`config.mk`:
```
export PLATFORM = sky130hd
export DESIGN_NAME = battle_board_ctrl
export DESIGN_NICKNAME = d
export VERILOG_FILES = /design/src/rtl/battle_pkg.sv /design/src/rtl/battle_scan_driver.sv /design/src/rtl/battle_board_ctrl.sv
export SDC_FILE = /design/constraint.sdc
export NUM_CORES = 1
export LEC_CHECK = 0
export CORE_AREA = 5 5 161 163
export DETAILED_ROUTE_END_ITERATION = 7
export DIE_AREA = 0 0 166 168
export PLACE_DENSITY_LB_ADDON = 0.15
export SLEW_MARGIN = 10
export SYNTH_ARGS = -nofsm -noshare
export SYNTH_HDL_FRONTEND = slang
export SYNTH_HIERARCHICAL = 1
export SYNTH_SLANG_ARGS = --single-unit
```
`constraint.sdc`:
```
create_clock -name clk -period 3.9 [get_ports clk]
set_clock_uncertainty 0.2 [all_clocks]
set_input_delay 0.975 -clock clk [delete_from_list [all_inputs] [get_ports clk]]
set_output_delay 0.975 -clock clk [all_outputs]
set_load 0.02 [all_outputs]
```
`src/rtl/battle_pkg.sv`:
```
// Shared types and constants for the battleship board controller.
package battle_pkg;

   // Board life cycle: no ships, ships placed and shootable, all ships sunk.
   typedef enum logic [1:0] {
      IDLE  = 2'd0,
      ARMED = 2'd1,
      OVER  = 2'd2
   } state_e;

   // Operating modes selected by the front-end switches.
   localparam logic [1:0] MODE_IDLE   = 2'b00;
   localparam logic [1:0] MODE_PLACE  = 2'b01;
   localparam logic [1:0] MODE_ATTACK = 2'b10;
   localparam logic [1:0] MODE_REVEAL = 2'b11;

   // Outcome of one attack request.
   typedef enum logic [1:0] {
      RES_HIT,
      RES_MISS,
      RES_REPEAT,
      RES_INVALID
   } res_e;

   // Status LED colour {r,g} for a result: green hit, red miss, both otherwise.
   function automatic logic [1:0] rgb_of(res_e code);
      case (code)
         RES_HIT:  return 2'b01;
         RES_MISS: return 2'b10;
         default:  return 2'b11;
      endcase
   endfunction

endpackage

```
`src/rtl/battle_scan_driver.sv`:
```
// Column-scanned LED matrix driver: a prescaler steps a column index, and the
// registered one-hot column select and row data are updated together so the
// pins always show a consistent column.
module battle_scan_driver
   import battle_pkg::*;
#(
   parameter int ROWS     = 7,
   parameter int COLS     = 5,
   parameter int SCAN_DIV = 1024
) (
   input  logic                 clk,
   input  logic                 clr,
   input  logic [ROWS*COLS-1:0] disp,
   output logic [COLS-1:0]      m_col,
   output logic [ROWS-1:0]      m_line
);

   localparam int PW  = (SCAN_DIV > 1) ? $clog2(SCAN_DIV) : 1;
   localparam int CIW = $clog2(COLS);

   logic [PW-1:0]   presc_q, presc_d;
   logic [CIW-1:0]  col_q, col_d;
   logic [COLS-1:0] m_col_q, m_col_d;
   logic [ROWS-1:0] m_line_q, m_line_d;
   logic            presc_wrap;

   // Next prescaler/column values and the column image that goes with them.
   // NOTE: every signal driven here gets a value on every path first, otherwise
   // synthesis infers a latch to hold the old value.
   always_comb begin
      presc_wrap = (presc_q == PW'(SCAN_DIV - 1));
      presc_d    = presc_wrap ? '0 : presc_q + 1'b1;
      col_d      = col_q;
      if (presc_wrap) begin
         col_d = (col_q == CIW'(COLS - 1)) ? '0 : col_q + 1'b1;
      end
      m_col_d  = COLS'(1) << col_d;
      m_line_d = '0;
      for (int r = 0; r < ROWS; r++) begin
         m_line_d[r] = disp[r*COLS + int'(col_d)];
      end
   end

   // Scan registers; column select and row data change on the same edge.
   // NOTE: state is updated with non-blocking assignments so every register
   // samples the pre-edge values, independent of statement order.
   always_ff @(posedge clk or negedge clr) begin
      if (!clr) begin
         presc_q  <= '0;
         col_q    <= '0;
         m_col_q  <= COLS'(1);
         m_line_q <= '0;
      end else begin
         presc_q  <= presc_d;
         col_q    <= col_d;
         m_col_q  <= m_col_d;
         m_line_q <= m_line_d;
      end
   end

   assign m_col  = m_col_q;
   assign m_line = m_line_q;

endmodule

```
`src/rtl/battle_board_ctrl.sv`:
```
// Battleship board controller: ship and shot maps, attack resolution with a
// one-cycle result pulse, hit/shot counters, game-over detection, status RGB
// and the scanned LED matrix.
module battle_board_ctrl
   import battle_pkg::*;
#(
   parameter  int ROWS     = 7,
   parameter  int COLS     = 5,
   parameter  int SCAN_DIV = 1024,
   localparam int N        = ROWS * COLS,
   localparam int RW       = $clog2(ROWS),
   localparam int CW       = $clog2(COLS),
   localparam int NW       = $clog2(ROWS * COLS + 1)
) (
   input  logic            clk,
   input  logic            clr,
   input  logic [1:0]      mode,
   input  logic [N-1:0]    place_map,
   input  logic            place_load,
   input  logic [RW-1:0]   at_row,
   input  logic [CW-1:0]   at_col,
   input  logic            at_valid,
   output logic            res_valid,
   output logic            res_hit,
   output logic            res_miss,
   output logic            res_repeat,
   output logic            res_invalid,
   output logic [NW-1:0]   hits_cnt,
   output logic [NW-1:0]   shots_cnt,
   output logic            game_over,
   output logic [COLS-1:0] m_col,
   output logic [ROWS-1:0] m_line,
   output logic            rgb_r,
   output logic            rgb_g
);

   localparam int IW = (N > 1) ? $clog2(N) : 1;

   logic [N-1:0]  ship_q, ship_d, shot_q, shot_d;
   logic [NW-1:0] total_q, total_d, hits_q, hits_d, shots_q, shots_d;
   state_e        state_q, state_d;
   logic          res_valid_q, res_valid_d;
   res_e          res_code_q, res_code_d;
   logic [1:0]    rgb_q, rgb_d;

   logic          load, attack, in_range;
   logic [IW-1:0] cell_idx;
   logic [N-1:0]  disp;

   // Decode requests. A load takes precedence over a same-cycle attack, and an
   // idle board has nothing to shoot at, so attacks there are dropped silently.
   always_comb begin
      load     = place_load && (mode == MODE_PLACE);
      attack   = at_valid && (mode == MODE_ATTACK) && (state_q != IDLE) && !load;
      in_range = (int'(at_row) < ROWS) && (int'(at_col) < COLS);
      cell_idx = in_range ? IW'(int'(at_row) * COLS + int'(at_col)) : '0;
   end

   // Next-state logic: map load, game-over transition, attack resolution.
   always_comb begin
      ship_d      = ship_q;
      shot_d      = shot_q;
      total_d     = total_q;
      hits_d      = hits_q;
      shots_d     = shots_q;
      state_d     = state_q;
      res_valid_d = 1'b0;
      res_code_d  = res_code_q;
      rgb_d       = rgb_q;

      if (load) begin
         // A new map starts a fresh game, including a dark status LED.
         ship_d  = place_map;
         total_d = NW'($countones(place_map));
         shot_d  = '0;
         hits_d  = '0;
         shots_d = '0;
         rgb_d   = 2'b00;
         state_d = (place_map != '0) ? ARMED : IDLE;
      end else begin
         if (state_q == ARMED && hits_q == total_q) begin
            state_d = OVER;
         end
         if (attack) begin
            res_valid_d = 1'b1;
            if (state_q != ARMED || !in_range) begin
               res_code_d = RES_INVALID;
            end else if (shot_q[cell_idx]) begin
               res_code_d = RES_REPEAT;
            end else begin
               shot_d[cell_idx] = 1'b1;
               shots_d          = shots_q + 1'b1;
               if (ship_q[cell_idx]) begin
                  hits_d     = hits_q + 1'b1;
                  res_code_d = RES_HIT;
               end else begin
                  res_code_d = RES_MISS;
               end
            end
            rgb_d = rgb_of(res_code_d);
         end
      end
   end

   // Board state registers.
   // NOTE: the maps are small flop arrays rather than a RAM, so they take the
   // async reset like every other register.
   always_ff @(posedge clk or negedge clr) begin
      if (!clr) begin
         ship_q      <= '0;
         shot_q      <= '0;
         total_q     <= '0;
         hits_q      <= '0;
         shots_q     <= '0;
         state_q     <= IDLE;
         res_valid_q <= 1'b0;
         res_code_q  <= RES_HIT;
         rgb_q       <= 2'b00;
      end else begin
         ship_q      <= ship_d;
         shot_q      <= shot_d;
         total_q     <= total_d;
         hits_q      <= hits_d;
         shots_q     <= shots_d;
         state_q     <= state_d;
         res_valid_q <= res_valid_d;
         res_code_q  <= res_code_d;
         rgb_q       <= rgb_d;
      end
   end

   // Matrix content: ships while placing/revealing, shots while attacking, and
   // the sunk cells once the game is over.
   always_comb begin
      case (mode)
         MODE_PLACE, MODE_REVEAL: disp = ship_q;
         MODE_ATTACK:             disp = (state_q == OVER) ? (ship_q & shot_q) : shot_q;
         default:                 disp = '0;
      endcase
   end

   battle_scan_driver #(
      .ROWS     (ROWS),
      .COLS     (COLS),
      .SCAN_DIV (SCAN_DIV)
   ) u_scan (
      .clk    (clk),
      .clr    (clr),
      .disp   (disp),
      .m_col  (m_col),
      .m_line (m_line)
   );

   assign res_valid   = res_valid_q;
   assign res_hit     = res_valid_q && (res_code_q == RES_HIT);
   assign res_miss    = res_valid_q && (res_code_q == RES_MISS);
   assign res_repeat  = res_valid_q && (res_code_q == RES_REPEAT);
   assign res_invalid = res_valid_q && (res_code_q == RES_INVALID);
   assign hits_cnt    = hits_q;
   assign shots_cnt   = shots_q;
   assign game_over   = (state_q == OVER);
   // Game over forces green regardless of the last result.
   assign rgb_r       = game_over ? 1'b0 : rgb_q[1];
   assign rgb_g       = game_over ? 1'b1 : rgb_q[0];

endmodule

```
==> results of run 1 <==
[how the worst max path moves through the flow]
stage | slack (ns) | end | depth (start not counted)
2_1_floorplan | -1.63 | total_q[4]$_DFFE_PN0P_ | 18
3_3_place_gp | -2.40 | total_q[4]$_DFFE_PN0P_ | 19
3_5_place_dp | -2.43 | total_q[4]$_DFFE_PN0P_ | 19
4_1_cts | -1.43 | total_q[4]$_DFFE_PN0P_ | 17
5_1_grt | -1.54 | total_q[4]$_DFFE_PN0P_ | 19
6_report | -1.39 | total_q[4]$_DFFE_PN0P_ | 17
[layout by cell type (no fill, tap or decap), types with 9 or more instances in the layout]
master           instances
nand3_1                 12
buf_4                  113
nor4_1                   9
xor2_1                  13
nor3_1                  10
nand4_1                 10
clkdlybuf4s50_1         56
nand2_1                117
nor2b_1                  9
inv_2                   18
ha_1                    22
o21ai_1                 15
a21oi_1                 49
buf_6                   21
fa_1                    18
buf_12                  15
a31oi_1                 22
dfrtp_1                119
o21ai_0                 28
mux2i_1                 39
inv_1                   45
fa_2                    10
clkbuf_16               17
nor2_1                 148
a21oi_2                  9
[through the flow]
stage | worst slack (ns) | util (%) | cell area, um2
floorplan | -1.63 | - | 8500
global placement | -2.40 | 43.2 | 10400
detailed placement | -2.43 | 43.2 | 10400
CTS | -1.43 | 47.5 | 11500
global route | -1.54 | 48.0 | 11600
finish | -1.39 | 48.0 | 11600
[per-layer routing]
| layer | vias to the layer above | part of all wire (%) | track usage [%] |
|---|---|---|---|
| li1 | 3710 | - | - |
| met3 | 29 | 4.0 | 3.73 |
| met5 | - | 0 | 0 |
| met1 | 3821 | 46 | 27.0 |
| met2 | 202 | 48 | 32.0 |
| met4 | 0 | 2.0 | 5.70 |
[worst reg2reg max path, cell delays in order (launching register included)]
cell	delay, ns
dfrtp_1	0.38
ha_1	0.23
nand4_1	0.21
or3_1	0.42
mux2i_2	0.21
inv_1	0.10
ha_1	0.49
buf_4	0.26
nor2b_1	0.07
a211oi_1	0.18
a21oi_1	0.08
o22ai_1	0.13
a21oi_1	0.06
mux4_2	0.49
[repair_timing]
action / 4_1_cts / 5_1_grt
setup endpoints to repair: 57 / 57
pin swaps: 50 / 58
endpoints found under the hold margin: 0 / 0
resized for setup: 122 / 60
cloned: 9 / 0
setup buffers: 17 / 7
[cells in the mapped netlist (all sizes together), types with 8 or more instances]
master,n
mux2i,41
clkbuf,30
ha,28
a31oi,38
nand2,118
nor2b,9
o21ai,44
nand3,15
nor2,152
inv,65
nor4,12
mux2,13
fa,28
a211oi,8
and2,9
a21oi,59
nor3,11
buf,24
xor2,13
dfrtp,119
nand4,11
[cell type report]
cell class	instances	area (um2)
clock buffer	18	429
timing repair buffer	219	2060
sequential	120	3000
inverter	65	259
fill	2359	12600
clock inverter	14	163
multi-input combinational	719	5280
tap	324	405
[flip-flops by register name (all words and copies together) (netlist names), 2 cells and up]
name            flops
u_scan/presc_q     10
u_scan/m_line       7
shot_q             35
res_code_q          2
state_q             2
total_q             6
shots_cnt           6
ship_q             35
rgb_q               2
u_scan/m_col        5
hits_cnt            6
u_scan/col_q        3
[power by group through the flow]
stage,Combinational [mW],Sequential (mW),Clock (mW)
2_1_floorplan,1.48,1.50,0
3_3_place_gp,2.37,1.52,0
3_5_place_dp,2.39,1.52,0
4_1_cts,2.59,1.50,1.64
5_1_grt,2.94,1.52,1.70
6_report,2.62,1.51,1.61
[kinds of logic after synthesis]
group	Yosys count	synth area share (%)
xor gates and xnor gates	20	2.09
muxes	59	8.18
AOI/OAI and AO/OA	209	16.0
buffers and inverters	119	6.36
DFF	120	35.8
and+or+nand+nor	373	20.7
adders and majority gates	56	10.9
==> results.ini, run 1 <==
[drt]
vias_per_cell = 5.25
wl_per_cell_um = 18.2
drt_iter0_markers = 512
routed_wl_mm = 26.9
num_vias = 7762
drc_errors = 0
ant_nets = 0
first_pass_iters = 4

[timing]
period_share_pct = 136
setup-violations-final = 47
period_needed_ns = 5.29
max_slew_margin_pct = 60.9
tightest_slew_ns = 0.587
setup_ws_ns = -1.39
hold_slack_ns = 0.253
fmax_mhz = 189
hold_viol_final = 0
totalNegativeSetupSlack_ns = -10.02
rsz0062_at_grt = true
drv_slew = 0

[power]
ir_drop_mv = 0.400
p_sw_share_pct = 36.6
sequentialPowerShare_pct = 26.3
comb_power_share_pct = 45.7
power.density_nw_per_um2 = 494
cellLeakagePower_nw = 5.29
p_clk_share_pct = 28.1
power_mw = 5.74
p_switching_mw = 2.10
p_int_mw = 3.64

[setup_path]
crit_chain = buf_6 > fa_2 > fa_2 > fa_2 > fa_2 > fa_1 > inv_2 > fa_1 > inv_2 > fa_2 > inv_2 > fa_2 > inv_2 > a21o_1 > a21oi_2 > xor2_1 > o21ai_1
r2r-start = u_scan/presc_q[0]$_DFF_PN0_
critPathLaunch = place_map[27]
r2r-end = u_scan/m_line[1]$_DFF_PN0_
cp_slowest_cell = fa_2
crit_required_ns = 4.00
rr_worst_depth = 13
cp_common_cell = fa_2
ff2ff_setup_slack_ns = 0.25
start_kind = input port
crit_type = in2reg
cp_top_family = adder cells
max_stage_delay_ns = 0.59
worst-path-max-fanout = 2
crit_buf_inv = 5
endpoint_kind = register
arrival_ns = 5.39

[yosys]
synth_nets = 1059
ys.warnings.count = 6
avgSynthCellArea_um2 = 8.77
synth_cells = 956
synth_ff_type = dfrtp_1
syn_area_um2 = 8390
netlist-cell-type-count = 79
yosys.area.top_type = dfrtp_1
synth_edf_count = 0
ys_ff_latch = 120
synthTopCellsByArea = dfrtp_1 (36%), nor2_1 (6.8%), fa_1 (6.7%)
async_reset_ff_share_pct = 100
synth_top_cell_area_share_pct = 35.5
yosysSeqAreaShare_pct = 35.8

[clocking]
cts_tree = done
clk_pin_slew_ns = 0.07
numCtsBuffers = 17
clock_latency_ns = 0.43
root_buffer = clkbuf_16
h-tree-depth = 4
cts_buffer_depth = 2
clkSinkCount = 120
postCtsHoldBufs = 0

[die]
rows = 57
start_util_pct = 34.7
die_area_um2 = 27900
core_area_um2 = 24200
dieHeight_um = 168
die_w_um = 166
pin_count = 79

[global_route]
overflow = 0
grt_start_max_net_pins = 99
grt_pass1_wl_mm = 44.2
grt_pass1_vias = 8028
grt_usage_pct = 19.7
antenna_found_initial = 0

[cells_and_area]
fin_cells = 1479
drive_above_1_share_pct = 26.7
area_growth_pct = 38.3
layout.nets = 1245
diodes = 0

[place]
dp_hpwl_mm = 19.8
dp.cells = 1424
routabilityCongestion = 0.852
port_buffers = 78

[min_path]
hp-class = in2async

[outcome]
violations = negative setup slack
status = complete, but fails checks

[run]
maxCapViolations = 0

Power figures use the tool's default switching activity.
==> inputs of run 2 (changes only) <==
--- a/config.mk
+++ b/config.mk
@@ -8,6 +8,7 @@
 export CORE_AREA = 5 5 161 163
 export DETAILED_ROUTE_END_ITERATION = 7
 export DIE_AREA = 0 0 166 168
+export HOLD_SLACK_MARGIN = 0.06
 export PLACE_DENSITY_LB_ADDON = 0.15
 export SLEW_MARGIN = 10
 export SYNTH_ARGS = -nofsm -noshare
==> results of run 2 <==
No change in the layout: final DEF, timing and power equal those of run 1.
==> inputs of run 3 (changes only) <==
--- a/config.mk
+++ b/config.mk
@@ -8,6 +8,7 @@
 export CORE_AREA = 5 5 161 163
 export DETAILED_ROUTE_END_ITERATION = 7
 export DIE_AREA = 0 0 166 168
+export GPL_TIMING_DRIVEN = 0
 export HOLD_SLACK_MARGIN = 0.06
 export PLACE_DENSITY_LB_ADDON = 0.15
 export SLEW_MARGIN = 10
==> results.ini, run 3 (synthesized netlist as in run 1, its figures left out) <==
[outcome]
status = complete, but fails checks  ; unchanged
violations = negative setup slack  ; unchanged

[run]
maxCapViolations = 0  ; unchanged

[setup_path]
endpoint_kind = register  ; unchanged
arrival_ns = 5.42  ; was 5.39 ns
crit_required_ns = 4.00  ; about the same
crit_type = in2reg  ; unchanged
crit_buf_inv = 7  ; was 5
crit_chain = buf_6 > inv_4 > fa_1 > inv_2 > fa_2 > fa_1 > fa_1 > fa_1 > inv_1 > fa_1 > inv_1 > fa_2 > inv_2 > fa_2 > inv_2 > a21o_1 > a21oi_2 > xor2_1 > o21ai_1  ; was buf_6 > fa_2 > fa_2 > fa_2 > fa_2 > fa_1 > inv_2 > fa_1 > inv_2 > fa_2 > inv_2 > fa_2 > inv_2 > a21o_1 > a21oi_2 > xor2_1 > o21ai_1
cp_common_cell = fa_1  ; was fa_2
worst-path-max-fanout = 2  ; unchanged
start_kind = input port  ; unchanged
cp_slowest_cell = fa_2  ; unchanged
cp_top_family = adder cells  ; unchanged
max_stage_delay_ns = 0.55  ; was 0.59 ns

[clocking]
clkSinkCount = 120  ; unchanged
postCtsHoldBufs = 0  ; unchanged
cts_buffer_depth = 2  ; unchanged
numCtsBuffers = 17  ; unchanged
cts_tree = done  ; unchanged
h-tree-depth = 4  ; unchanged
root_buffer = clkbuf_16  ; unchanged
clock_latency_ns = 0.43  ; about the same
clk_pin_slew_ns = 0.07  ; about the same

[place]
dp.cells = 1359  ; was 1424
dp_hpwl_mm = 21.4  ; was 19.8 mm
dp_slack_ns = -2.51  ; was -2.43 ns
dpl_cell_area_um2 = 9710  ; was 10400 um2
port_buffers = 78  ; unchanged
routabilityCongestion = 0.949  ; was 0.852

[drt]
first_pass_iters = 4  ; unchanged
wl_per_cell_um = 20.0  ; was 18.2 um
drc_errors = 0  ; unchanged
routed_wl_mm = 28.6  ; was 26.9 mm
ant_nets = 0  ; unchanged
num_vias = 7709  ; was 7762
vias_per_cell = 5.39  ; was 5.25
drt_iter0_markers = 449  ; was 512

[global_route]
overflow = 0  ; unchanged
grt_start_max_net_pins = 76  ; was 99
grt_pass1_vias = 7936  ; was 8028
antenna_found_initial = 0  ; unchanged
grt_pass1_wl_mm = 44.8  ; was 44.2 mm
grt_usage_pct = 20.3  ; was 19.7%

[cells_and_area]
area_growth_pct = 35.3  ; was 38.3%
final_util_pct = 46.9  ; was 48.0%
mostFrequentLayoutCells = nor2_1 (143), dfrtp_1 (118), nand2_1 (116)  ; was nor2_1 (148), dfrtp_1 (119), nand2_1 (117)
drive_above_1_share_pct = 22.3  ; was 26.7%
layout_commonest_cell = nor2_1  ; unchanged
fillerInstances = 2356  ; was 2359
largest_registers = ship_q: 35 flops, shot_q: 35 flops, u_scan/presc_q: 10 flops  ; unchanged
diodes = 0  ; unchanged
layout.nets = 1197  ; was 1245
final_cell_area_um2 = 11300  ; was 11600 um2
fin_cells = 1431  ; was 1479

[timing]
rsz0062_at_grt = true  ; unchanged
period_needed_ns = 5.31  ; was 5.29 ns
max_slew_margin_pct = 9.39  ; was 60.9%
setup-violations-final = 53  ; was 47
tightest_slew_ns = 1.35  ; was 0.587 ns
period_share_pct = 136  ; about the same
hold_slack_ns = 0.285  ; was 0.253 ns
hold_viol_final = 0  ; unchanged
fmax_mhz = 188  ; was 189 MHz
totalNegativeSetupSlack_ns = -13.51  ; was -10.02 ns
setup_ws_ns = -1.41  ; was -1.39 ns
drv_slew = 0  ; unchanged

[die]
start_util_pct = 34.7  ; unchanged
dieHeight_um = 168  ; unchanged
die_w_um = 166  ; unchanged
rows = 57  ; unchanged
core_area_um2 = 24200  ; unchanged
die_area_um2 = 27900  ; unchanged
pin_count = 79  ; unchanged

[power]
power.density_nw_per_um2 = 499  ; was 494 nW/um2
power_mw = 5.67  ; was 5.74 mW
cellLeakagePower_nw = 5.02  ; was 5.29 nW
ir_drop_mv = 0.620  ; was 0.400 mV

[min_path]
hp-class = in2async  ; unchanged

-- run 3: changes by cell type in the layout (fill, tap and decap cells not counted), moves of 5 or more --
cell,change
inv_2,-6
buf_8,+7
nor2_1,-5
buf_2,+8
buf_4,-82
clkbuf_1,+26
fa_2,-5
a31oi_1,-8
fa_1,+5
buf_12,-10
a31oi_4,+11
-- run 3: final timing paths --
path / start / slack, ns / depth (start not counted) / endpoint
setup / recovery: place_map[1] / -1.41 / 19 / total_q[4]$_DFFE_PN0P_
hold / removal: clr / 0.28 / 1 / shot_q[2]$_DFFE_PN0P_
setup reg to reg: u_scan/col_q[0]$_DFF_PN0_ / 0.25 / 13 / u_scan/m_line[1]$_DFF_PN0_
hold reg to reg: u_scan/presc_q[0]$_DFF_PN0_ / 0.28 / 1 / u_scan/presc_q[0]$_DFF_PN0_
max in group asynchronous: clr / 2.47 / 2 / ship_q[14]$_DFFE_PN0P_
min in group clk: u_scan/presc_q[0]$_DFF_PN0_ / 0.29 / 1 / u_scan/presc_q[0]$_DFF_PN0_
-- run 3: power by group --
part / switching (mW) / leakage, nW / internal [mW]
combinational: 1.36 / 3.14 / 1.09
sequential: 0.124 / 1.57 / 1.38
clock: 0.678 / 0.303 / 1.03
total: 2.16 / 5.02 / 3.50
-- run 3: area by class of cell --
class                           instances  area, um2  share of cell area, %
Buffer                                 51        328                   2.89
Clock buffer                           17        425                   3.75
Clock inverter                         15        203                   1.79
Inverter                               65        264                   2.33
Multi-Input combinational cell        717       5460                   48.1
Sequential cell                       120       3010                   26.5
Tap cell                              324        405                   3.57
Timing Repair Buffer                  122       1260                   11.1
-- run 3: layer usage --
metal	share of wire [%]	global-route usage [%]	vias up
met5	0	0	-
met4	2.8	7.32	0
met3	3.6	3.40	55
met2	49	33.9	212
met1	45	26.6	3830
li1	-	-	3612
-- run 3: repair_timing --
action,CTS,global route
pin swaps,59,43
buffers inserted,25,14
setup endpoints to repair,59,59
gates cloned,6,0
hold endpoints to repair,0,0
resized for setup,148,72
